===== src/rtl/hs_req_initiator.sv =====
// hs_req_initiator
// Four-phase req/ack handshake initiator. Accepts a one-cycle start command,
// latches the data word, raises req, waits for ack to rise and then to fall,
// and reports clean completion (done) or a phase timeout (timeout_err).
// Every output is a flop; no combinational path from ack or start.

module hs_req_initiator #(
    parameter int DATA_W  = 8,
    parameter int TIMEOUT = 16,   // cycles allowed per wait phase, >= 2
    parameter int CNT_W   = 16
) (
    input  logic              clk,
    input  logic              rst,
    input  logic              start,
    input  logic [DATA_W-1:0] din,
    output logic              busy,
    output logic              req,
    output logic [DATA_W-1:0] dout,
    input  logic              ack,
    output logic              done,
    output logic              timeout_err,
    output logic [CNT_W-1:0]  xfer_cnt,
    output logic [CNT_W-1:0]  err_cnt
);

    localparam int TMR_W = $clog2(TIMEOUT + 1);

    // Timer value on the TIMEOUT-th consecutive waiting cycle of a phase.
    localparam logic [TMR_W-1:0] TMR_LAST = TMR_W'(TIMEOUT - 1);
    localparam logic [CNT_W-1:0] CNT_MAX  = '1;

    localparam logic [1:0] ST_IDLE    = 2'd0;
    localparam logic [1:0] ST_ASSERT  = 2'd1;
    localparam logic [1:0] ST_RELEASE = 2'd2;

    logic [1:0]       state;
    logic [TMR_W-1:0] timer;
    logic             abort;

    // Handshake sequencer: state, registered outputs, statistics counters.
    always_ff @(posedge clk) begin
        // NOTE: every register here, including the data latch, gets an explicit
        // reset value so a mid-transfer reset leaves no stale word on dout.
        if (rst) begin
            state       <= ST_IDLE;
            timer       <= '0;
            abort       <= 1'b0;
            req         <= 1'b0;
            busy        <= 1'b0;
            dout        <= '0;
            done        <= 1'b0;
            timeout_err <= 1'b0;
            xfer_cnt    <= '0;
            err_cnt     <= '0;
        end else begin
            // NOTE: non-blocking assignments throughout, so every branch reads
            // the pre-edge values and the pulse defaults below are overridable.
            done        <= 1'b0;
            timeout_err <= 1'b0;

            case (state)
                ST_IDLE: begin
                    if (start) begin
                        dout  <= din;
                        timer <= '0;
                        abort <= 1'b0;
                        req   <= 1'b1;
                        busy  <= 1'b1;
                        state <= ST_ASSERT;
                    end
                end

                ST_ASSERT: begin
                    if (ack) begin
                        req   <= 1'b0;
                        timer <= '0;
                        state <= ST_RELEASE;
                    end else if (timer == TMR_LAST) begin
                        // Consumer never answered: drop req and still wait for
                        // ack low, but remember not to report completion.
                        req         <= 1'b0;
                        timer       <= '0;
                        abort       <= 1'b1;
                        timeout_err <= 1'b1;
                        if (err_cnt != CNT_MAX) err_cnt <= err_cnt + CNT_W'(1);
                        state       <= ST_RELEASE;
                    end else begin
                        timer <= timer + TMR_W'(1);
                    end
                end

                ST_RELEASE: begin
                    if (!ack) begin
                        busy  <= 1'b0;
                        state <= ST_IDLE;
                        if (!abort) begin
                            done <= 1'b1;
                            if (xfer_cnt != CNT_MAX) xfer_cnt <= xfer_cnt + CNT_W'(1);
                        end
                    end else if (timer == TMR_LAST) begin
                        // ack stuck high: give up on this transfer.
                        busy        <= 1'b0;
                        timeout_err <= 1'b1;
                        if (err_cnt != CNT_MAX) err_cnt <= err_cnt + CNT_W'(1);
                        state       <= ST_IDLE;
                    end else begin
                        timer <= timer + TMR_W'(1);
                    end
                end

                default: begin
                    req   <= 1'b0;
                    busy  <= 1'b0;
                    state <= ST_IDLE;
                end
            endcase
        end
    end

endmodule


===== config.mk =====
export PLATFORM = sky130hd
export DESIGN_NAME = hs_req_initiator
export DESIGN_NICKNAME = d
export VERILOG_FILES = /design/src/rtl/hs_req_initiator.sv
export SDC_FILE = /design/constraint.sdc
export NUM_CORES = 1
export LEC_CHECK = 0
export CORE_MARGIN = 8
export CORE_UTILIZATION = 55
export DETAILED_ROUTE_END_ITERATION = 8
export PLACE_DENSITY = 0.89
export SYNTH_ARGS = -nofsm -noshare
export SYNTH_HDL_FRONTEND = slang
export SYNTH_SLANG_ARGS = --single-unit

===== constraint.sdc =====
create_clock -name clk -period 5.01 [get_ports clk]
set_input_delay 1.002 -clock clk [delete_from_list [all_inputs] [get_ports clk]]
set_output_delay 1.002 -clock clk [all_outputs]
set_load 0.02 [all_outputs]

After elaboration in Yosys (flattened, before gate mapping)
Index checks and enable logic that the tools add are counted.
Widths: inputs -> output; s select.
{ "op_classes": {"addsub": 3, "n_eq_ne": 12, "muxes": 32, "bitwise_logic": 4, "reduce_logical": 13} }
{ "ops": {"columns": ["cell", "n"], "rows": [
  ["$mux 16", 4],
  ["$add 16x1->16 const B", 2],
  ["$ne 16x16->1 const B", 2],
  ["$pmux 16 s2", 1],
  ["$mux 5", 5],
  ["$pmux 5 s3", 1],
  ["$reduce_and 3->1", 4],
  ["$reduce_and 4->1", 3],
  ["$mux 1", 11],
  ["$mux 2", 5],
  ["$ne 2x2->1 const B", 5],
  ["$ne 3x3->1 const B", 2],
  ["$pmux 1 s3", 2],
  ["$pmux 2 s3", 1],
  ["$add 5x1->5 const B", 1],
  ["$eq 5x4->1 const B", 1],
  ["$not 1->1", 4],
  ["$pmux 1 s2", 2],
  ["$reduce_bool 2->1", 2],
  ["$reduce_bool 3->1", 1],
  ["$reduce_or 3->1", 1],
  ["$eq 2x1->1 const B", 1],
  ["$eq 2x2->1 const B", 1],
  ["$logic_not 2->1", 1],
  ["$reduce_and 2->1", 1]
]} }
{ "totals": {"regBits": 52, "inputBits": 12, "output_inout_bits": 44, "elab_cells": 74} }

Longest topological paths before layout
Gate-level depths: netlist (run 1).
{ "logic_depth": {"ltp_word": 5, "depth_mapped": 9, "ltp_nobuf": 7} }

Worst setup path after synthesis (run 1)
Ideal clock, no wire load.
{ "synth_timing": {"path_type": "input port to flip-flop", "startpoint": "input port ack", "endpoint": "register err_cnt[5]", "setup_ps": 70, "arrival_time_ps": 2310, "required_ps": 4940, "setup_slack_ps": 2630, "stages": 6, "path_buffers": 2, "cell_sequence": "buf_6 > nor3b_4 > o2111ai_4 > buf_6 > or4_1 > a21oi_1"} }
{ "synth_via": {"elab_chain_cells": 2, "elab_cells_between_ends": 3, "cone_classes": "eq/ne (2); reduce/logical (1)"} }
{ "synth_rtl": {"columns": ["element", "line", "rtl"], "rows": [
  ["start, declared", "19", "input logic ack,"],
  ["$ne 2x2->1 (no source line)", null, null],
  ["$reduce_and 3->1 (no source line) (*)", null, null],
  ["end signal, assigned", "85", "if (err_cnt != CNT_MAX) err_cnt <= err_cnt + CNT_W'(1);"],
  ["end signal, assigned", "104", "if (err_cnt != CNT_MAX) err_cnt <= err_cnt + CNT_W'(1);"],
  ["end, declared", "23", "output logic [CNT_W-1:0] err_cnt"]
]} }
Mark *: on every way between the ends. The rest lies on a longest branch, timed or not.
A chain may end at the register's enable or synchronous reset.

Worst setup path in the final report (run 1)
{ "layout_timing": {"startpoint": "input port ack", "endpoint": "register err_cnt[13]"} }
The elaborated chain is that of the path after synthesis.

==> flow_summary.json, run 1 <==
{
  "drt_drc_violations_left": 0,
  "hpwlAfterDp_um": 4620,
  "synth-edff-count": 0,
  "yosysTopAreaCell": "dfxtp_1",
  "synth_cell_types": 54,
  "routed_wl_um": 6560,
  "n_fill_cell": 384,
  "path_max_fanout": 14,
  "root_buffer": "clkbuf_8",
  "postCtsSetupBuffers": 0,
  "syn_inst": 302,
  "ys_warn_count": 0,
  "cp-end-kind": "flip-flop",
  "hold_viol": 0,
  "setup_slack_ps": 2220,
  "htreeDepth": 2,
  "grtUsageTotal_pct": 18.0,
  "ant_nets": 0,
  "min_path_type": "flip-flop to flip-flop",
  "status": "complete, no violations",
  "synthToLayoutAreaGrowth_pct": 24.7,
  "cap_violations": 0,
  "clock_path_buffers": 2,
  "crit_type": "input pin to flip-flop",
  "arrival_ps": 3030,
  "dieHeight_um": 85.7,
  "yosysSeqAreaShare_pct": 38.9,
  "antenna_found_initial": 0,
  "grt.overflow.total": 0,
  "placementRows": 25,
  "grt_max_degree": 53,
  "final_nets": 372,
  "cts_sinks": 52,
  "cts_resized": 0,
  "io_pins": 56,
  "io_buffers": 55,
  "syn_area_mm2": 0.00267,
  "syn-mean-instance-area_um2": 8.85,
  "num_vias": 2563,
  "pwr-share-seq_pct": 43.4,
  "gp_congestion": 0.866,
  "first_pass_iters": 5,
  "switchingPower_uw": 328,
  "async_flop_share_pct": 0,
  "design_area_mm2": 0.00333,
  "grt_pass1_wl_um": 11100,
  "period_share_pct": 55.7,
  "tightest_slew_ps": 930,
  "ir_drop_mv": 0.261,
  "die-area_mm2": 0.00735,
  "critPathRequiredTime_ps": 5250,
  "diodes": 0,
  "maxSlewViolCount": 0,
  "finalClockSkew_ps": 10.4,
  "combPwrFrac_pct": 27.3,
  "cts_buffers": 5,
  "initial_utilization_pct": 57.0,
  "fin_tns_setup_ps": 0,
  "place_ws_ps": 1900,
  "vias_per_cell": 6.31,
  "post_drt_wl_per_cell_um": 16.2,
  "ctsHoldBuffers": 0,
  "critPathLaunchType": "input pin",
  "layout-drive-gt1-share_pct": 6.25,
  "finalSetupViolations": 0,
  "grt_pass1_vias": 2386,
  "pwr-share-clk_pct": 29.4,
  "core_mm2": 0.00469,
  "swShare_pct": 30.8,
  "clk_latency_ps": 310,
  "first_iter_violations": 132,
  "cts_tree": "yes",
  "fin_crit_ps": 2790,
  "placed_area_mm2": 0.00321,
  "yosysMostFrequentCell": "dfxtp_1",
  "powerDensity_mw_per_mm2": 320,
  "clk_pin_slew_ps": 90,
  "synth_area_leaders": "dfxtp_1, a21oi_1, o31ai_1, or4_1, nand2_1",
  "relSlewSlack_pct": 38.0,
  "synthFlopType": "dfxtp_1",
  "synth_seq_cells": 52,
  "synth_common_cells": "dfxtp_1, a21oi_1, nand2_1, o31ai_1, or4_1",
  "p_int_uw": 738,
  "p_leak_nw": 1.05,
  "syn_nets": 323,
  "clock.fmax_mhz": 358,
  "grt_setup_unrepaired": "false",
  "synth_top_area_share_pct": 38.9,
  "hold_slack_ps": 454,
  "die_w_um": 85.7
}
==> worst paths after layout <==
check	from	endpoint	slack [ps]	cells after the start
setup / recovery	ack	err_cnt[13]	2220	5
hold / removal	dout[1]	dout[1]	450	2
setup reg to reg	state[0]	xfer_cnt[9]	2710	7
hold reg to reg	dout[1]	dout[1]	450	2
==> stage by stage <==
| stage | util, % | power, mW | std cells |
|---|---|---|---|
| 2_1_floorplan | - | 0.674 | 302 |
| 3_5_place_dp | 68.3 | 0.759 | 398 |
| 6_report | 71.0 | 1.07 | 406 |
| 3_3_place_gp | 68.3 | 0.750 | 398 |
| 4_1_cts | 71.0 | 1.07 | 406 |
| 5_1_grt | 71.0 | 1.11 | 406 |
==> area by class of cell <==
class	count	area, um^2	area share (%)
Clock buffer	7	96.3	2.89
Timing Repair Buffer	57	561	16.8
Inverter	10	37.5	1.13
Multi-Input combinational cell	225	1500	45.0
Sequential cell	52	1040	31.2
Tap cell	54	67.6	2.03
Clock inverter	1	30.0	0.901
==> cell usage in the layout (no fill, tap or decap), types with 3 or more instances in the layout <==
cell type        Yosys  routed
o21ai_1              8       8
clkdlybuf4s50_1      0      54
nand2_1             31      31
mux2i_1              3       3
nand4_1             10      10
inv_1               10      10
and4_1               3       3
o31ai_1             18      18
dfxtp_1             52      52
o21ai_0              7       7
a21oi_1             38      38
ha_1                 9       9
or4_1               16      16
or3_1                9       9
clkbuf_8             0       7
and3_1               6       6
nand3_1             11      11
nor2_1               6       6
o211ai_1             5       5
nor4_1               3       3
and2_1               3       3
==> worst max-delay path, cell delays in order <==
cell             delay (ps)
clkdlybuf4s50_1         630
nor3b_4                 380
o2111ai_4               270
or4_1                   580
a21oi_1                 160
==> kinds of logic after synthesis <==
logic type      after synthesis  share of synthesized area [%]
compound gates               93                           23.1
xor+xnor                      2                          0.655
fa+ha+maj                     9                           4.21
buf+inv                      25                           4.96
flops                        52                           38.9
mux                           3                           1.12
simple gates                118                           27.0
==> metal layers <==
| metal | GRT usage (%) | part of all wire [%] | vias up |
|---|---|---|---|
| met4 | 4.94 | 1.1 | 0 |
| met5 | 0 | 0 | - |
| met3 | 5.35 | 7.1 | 10 |
| met1 | 22.6 | 46 | 1218 |
| met2 | 29.0 | 46 | 84 |
| li1 | - | - | 1251 |
==> power groups by stage <==
| stage | registers [mW] | logic (mW) | clock network [mW] |
|---|---|---|---|
| after floorplan | 0.496 | 0.179 | 0 |
| after global placement | 0.470 | 0.280 | 0 |
| after detailed placement | 0.471 | 0.288 | 0 |
| after CTS | 0.462 | 0.291 | 0.315 |
| after global routing | 0.466 | 0.319 | 0.330 |
| final | 0.462 | 0.291 | 0.313 |
==> flip-flops by register name (all words and copies together), names as in the netlist <==
name,flops
timer,5
dout,8
xfer_cnt,16
abort,1
err_cnt,16
req,1
state,2
done,1
timeout_err,1
busy,1
No activity file was read; power rests on OpenSTA's default activity.
==> run 2: changes to the inputs <==
CORE_UTILIZATION = 46   (was 55)
PLACE_DENSITY = 0.8   (was 0.89)
clock period = 2.25 ns   (was 5.01 ns; I/O delays follow)
==> flow_summary.json, run 2 (same netlist as run 1, synthesis figures left out) <==
{
  "status": "complete, no violations",
  "critPathBufInv": 1,
  "p_leak_nw": 1.15,
  "cap_violations": 0,
  "initial_utilization_pct": 48.0,
  "first_iter_violations": 154,
  "slowest_delay_ps": 570,
  "num_vias": 2599,
  "crit_family": "simple AND/OR/NAND/NOR gates",
  "total_power_mw": 2.39,
  "io_pins": 56,
  "hpwlAfterDp_um": 5100,
  "cp_slowest_cell": "or4_1",
  "clk_latency_ps": 300,
  "cts_buffers": 5,
  "n_fill_cell": 490,
  "post_drt_wl_per_cell_um": 15.4,
  "diodes": 0,
  "clk_pin_slew_ps": 100,
  "period_share_pct": 94.0,
  "powerDensity_mw_per_mm2": 680,
  "arrival_ps": 2350,
  "grtUsageTotal_pct": 16.3,
  "path_max_fanout": 13,
  "drt_drc_violations_left": 0,
  "cts_sinks": 52,
  "maxSlewViolCount": 0,
  "placementRows": 27,
  "critPathRequiredTime_ps": 2480,
  "io_buffers": 55,
  "relSlewSlack_pct": 65.2,
  "clock.fmax_mhz": 473,
  "grt.overflow.total": 0,
  "clock_path_buffers": 2,
  "placed_area_mm2": 0.00340,
  "layout_commonest_cell": "clkdlybuf4s50_1",
  "final_cell_mix": "clkdlybuf4s50_1, dfxtp_1, a21oi_1",
  "grt_pass1_vias": 2516,
  "final_nets": 394,
  "critPathLaunchType": "flip-flop",
  "tightest_slew_ps": 517,
  "grt_pass1_wl_um": 11800,
  "routed_wl_um": 6850,
  "design_area_mm2": 0.00352,
  "cp-end-kind": "flip-flop",
  "first_pass_iters": 4,
  "min_path_type": "flip-flop to flip-flop",
  "grt_setup_unrepaired": "false",
  "cp_cell_sequence": "inv_1 > ha_1 > nor3b_4 > o2111ai_4 > or4_1 > a21oi_1",
  "die_w_um": 92.2,
  "gp_congestion": 0.818,
  "root_buffer": "clkbuf_8",
  "largestRegisters": "err_cnt: 16 flops, xfer_cnt: 16 flops, dout: 8 flops",
  "grt_max_degree": 16,
  "htreeDepth": 2,
  "ant_nets": 0,
  "postCtsSetupBuffers": 0,
  "fin_crit_ps": 2120,
  "die-area_mm2": 0.00851,
  "vias_per_cell": 5.83,
  "hold_viol": 0,
  "post-place-cells": 438,
  "crit_type": "flip-flop to flip-flop",
  "core_mm2": 0.00557,
  "dieHeight_um": 92.2,
  "synthToLayoutAreaGrowth_pct": 31.6,
  "ir_drop_mv": 0.497,
  "fin_cells": 446,
  "antenna_found_initial": 0,
  "finalClockSkew_ps": 7.98,
  "layout-drive-gt1-share_pct": 11.2,
  "finalSetupViolations": 0,
  "cts_tree": "yes"
}
run 2: changes by cell type in the layout (fill, tap and decap cells not counted), sizes merged:
cell and delta:
buf +21, clkbuf -1, clkdlybuf4s50 +1, clkinv +1
run 2: worst reg2reg max path, delay by kind of cell (launching register included):
family / cells / cell delay, ps
AO/OA/AOI/OAI: 2 / 390
adder cells (fa/ha/maj): 1 / 290
buffers and inverters: 1 / 110
flip-flops: 1 / 410
AND/OR/NAND/NOR: 2 / 860
run 2: cell type report:
cell class / count / area (um^2) / share of cell area [%]
clock buffers: 6 / 72.6 / 2.06
clock inverters: 2 / 35.0 / 0.996
inverters: 10 / 37.5 / 1.07
multi-input cells: 225 / 1510 / 43.0
flip-flops and latches: 52 / 1040 / 29.6
well taps: 72 / 90.1 / 2.56
repair buffers: 79 / 731 / 20.8
run 2: per-stage QoR:
stage               setup TNS (ps)  hold WS [ps]  worst slack [ps]  utilization [%]
floorplan                        0           469               295                -
global placement              -322           443             -54.1             61.0
detailed placement            -773           448              -114             61.0
CTS                              0           461               104             62.9
global route                     0           477              7.59             63.1
finish                           0           461               135             63.1
run 2: routing by layer:
layer	track usage, %	part of all wire, %	vias up	wire length, um
met4	4.43	0.74	0	51
li1	-	-	1300	-
met1	19.8	47	1227	3200
met5	0	0	-	0
met3	4.65	5.8	4	394
met2	27.3	47	68	3210
run 2: final timing paths:
| kind | start | endpoint | slack (ps) | cells past startpoint |
|---|---|---|---|---|
| max | state[0] | err_cnt[13] | 130 | 6 |
| min | dout[2] | dout[2] | 460 | 2 |
| max reg2reg | state[0] | err_cnt[13] | 130 | 6 |
| min reg2reg | dout[2] | dout[2] | 460 | 2 |
run 2: power breakdown:
part           switching, mW  total [mW]  internal [mW]
clock                  0.298       0.628          0.331
combinational          0.402       0.738          0.336
sequential            0.0416        1.03          0.986
run 2: repair_timing:
item	4_1_cts	5_1_grt
hold buffers	0	0
gates resized for setup	0	1
setup endpoints to repair	0	10
==> run 3: changes to the inputs <==
SKIP_CTS_REPAIR_TIMING = 1   (was unset)
==> results of run 3 <==
No change in the layout: final DEF, timing and power equal those of run 2.
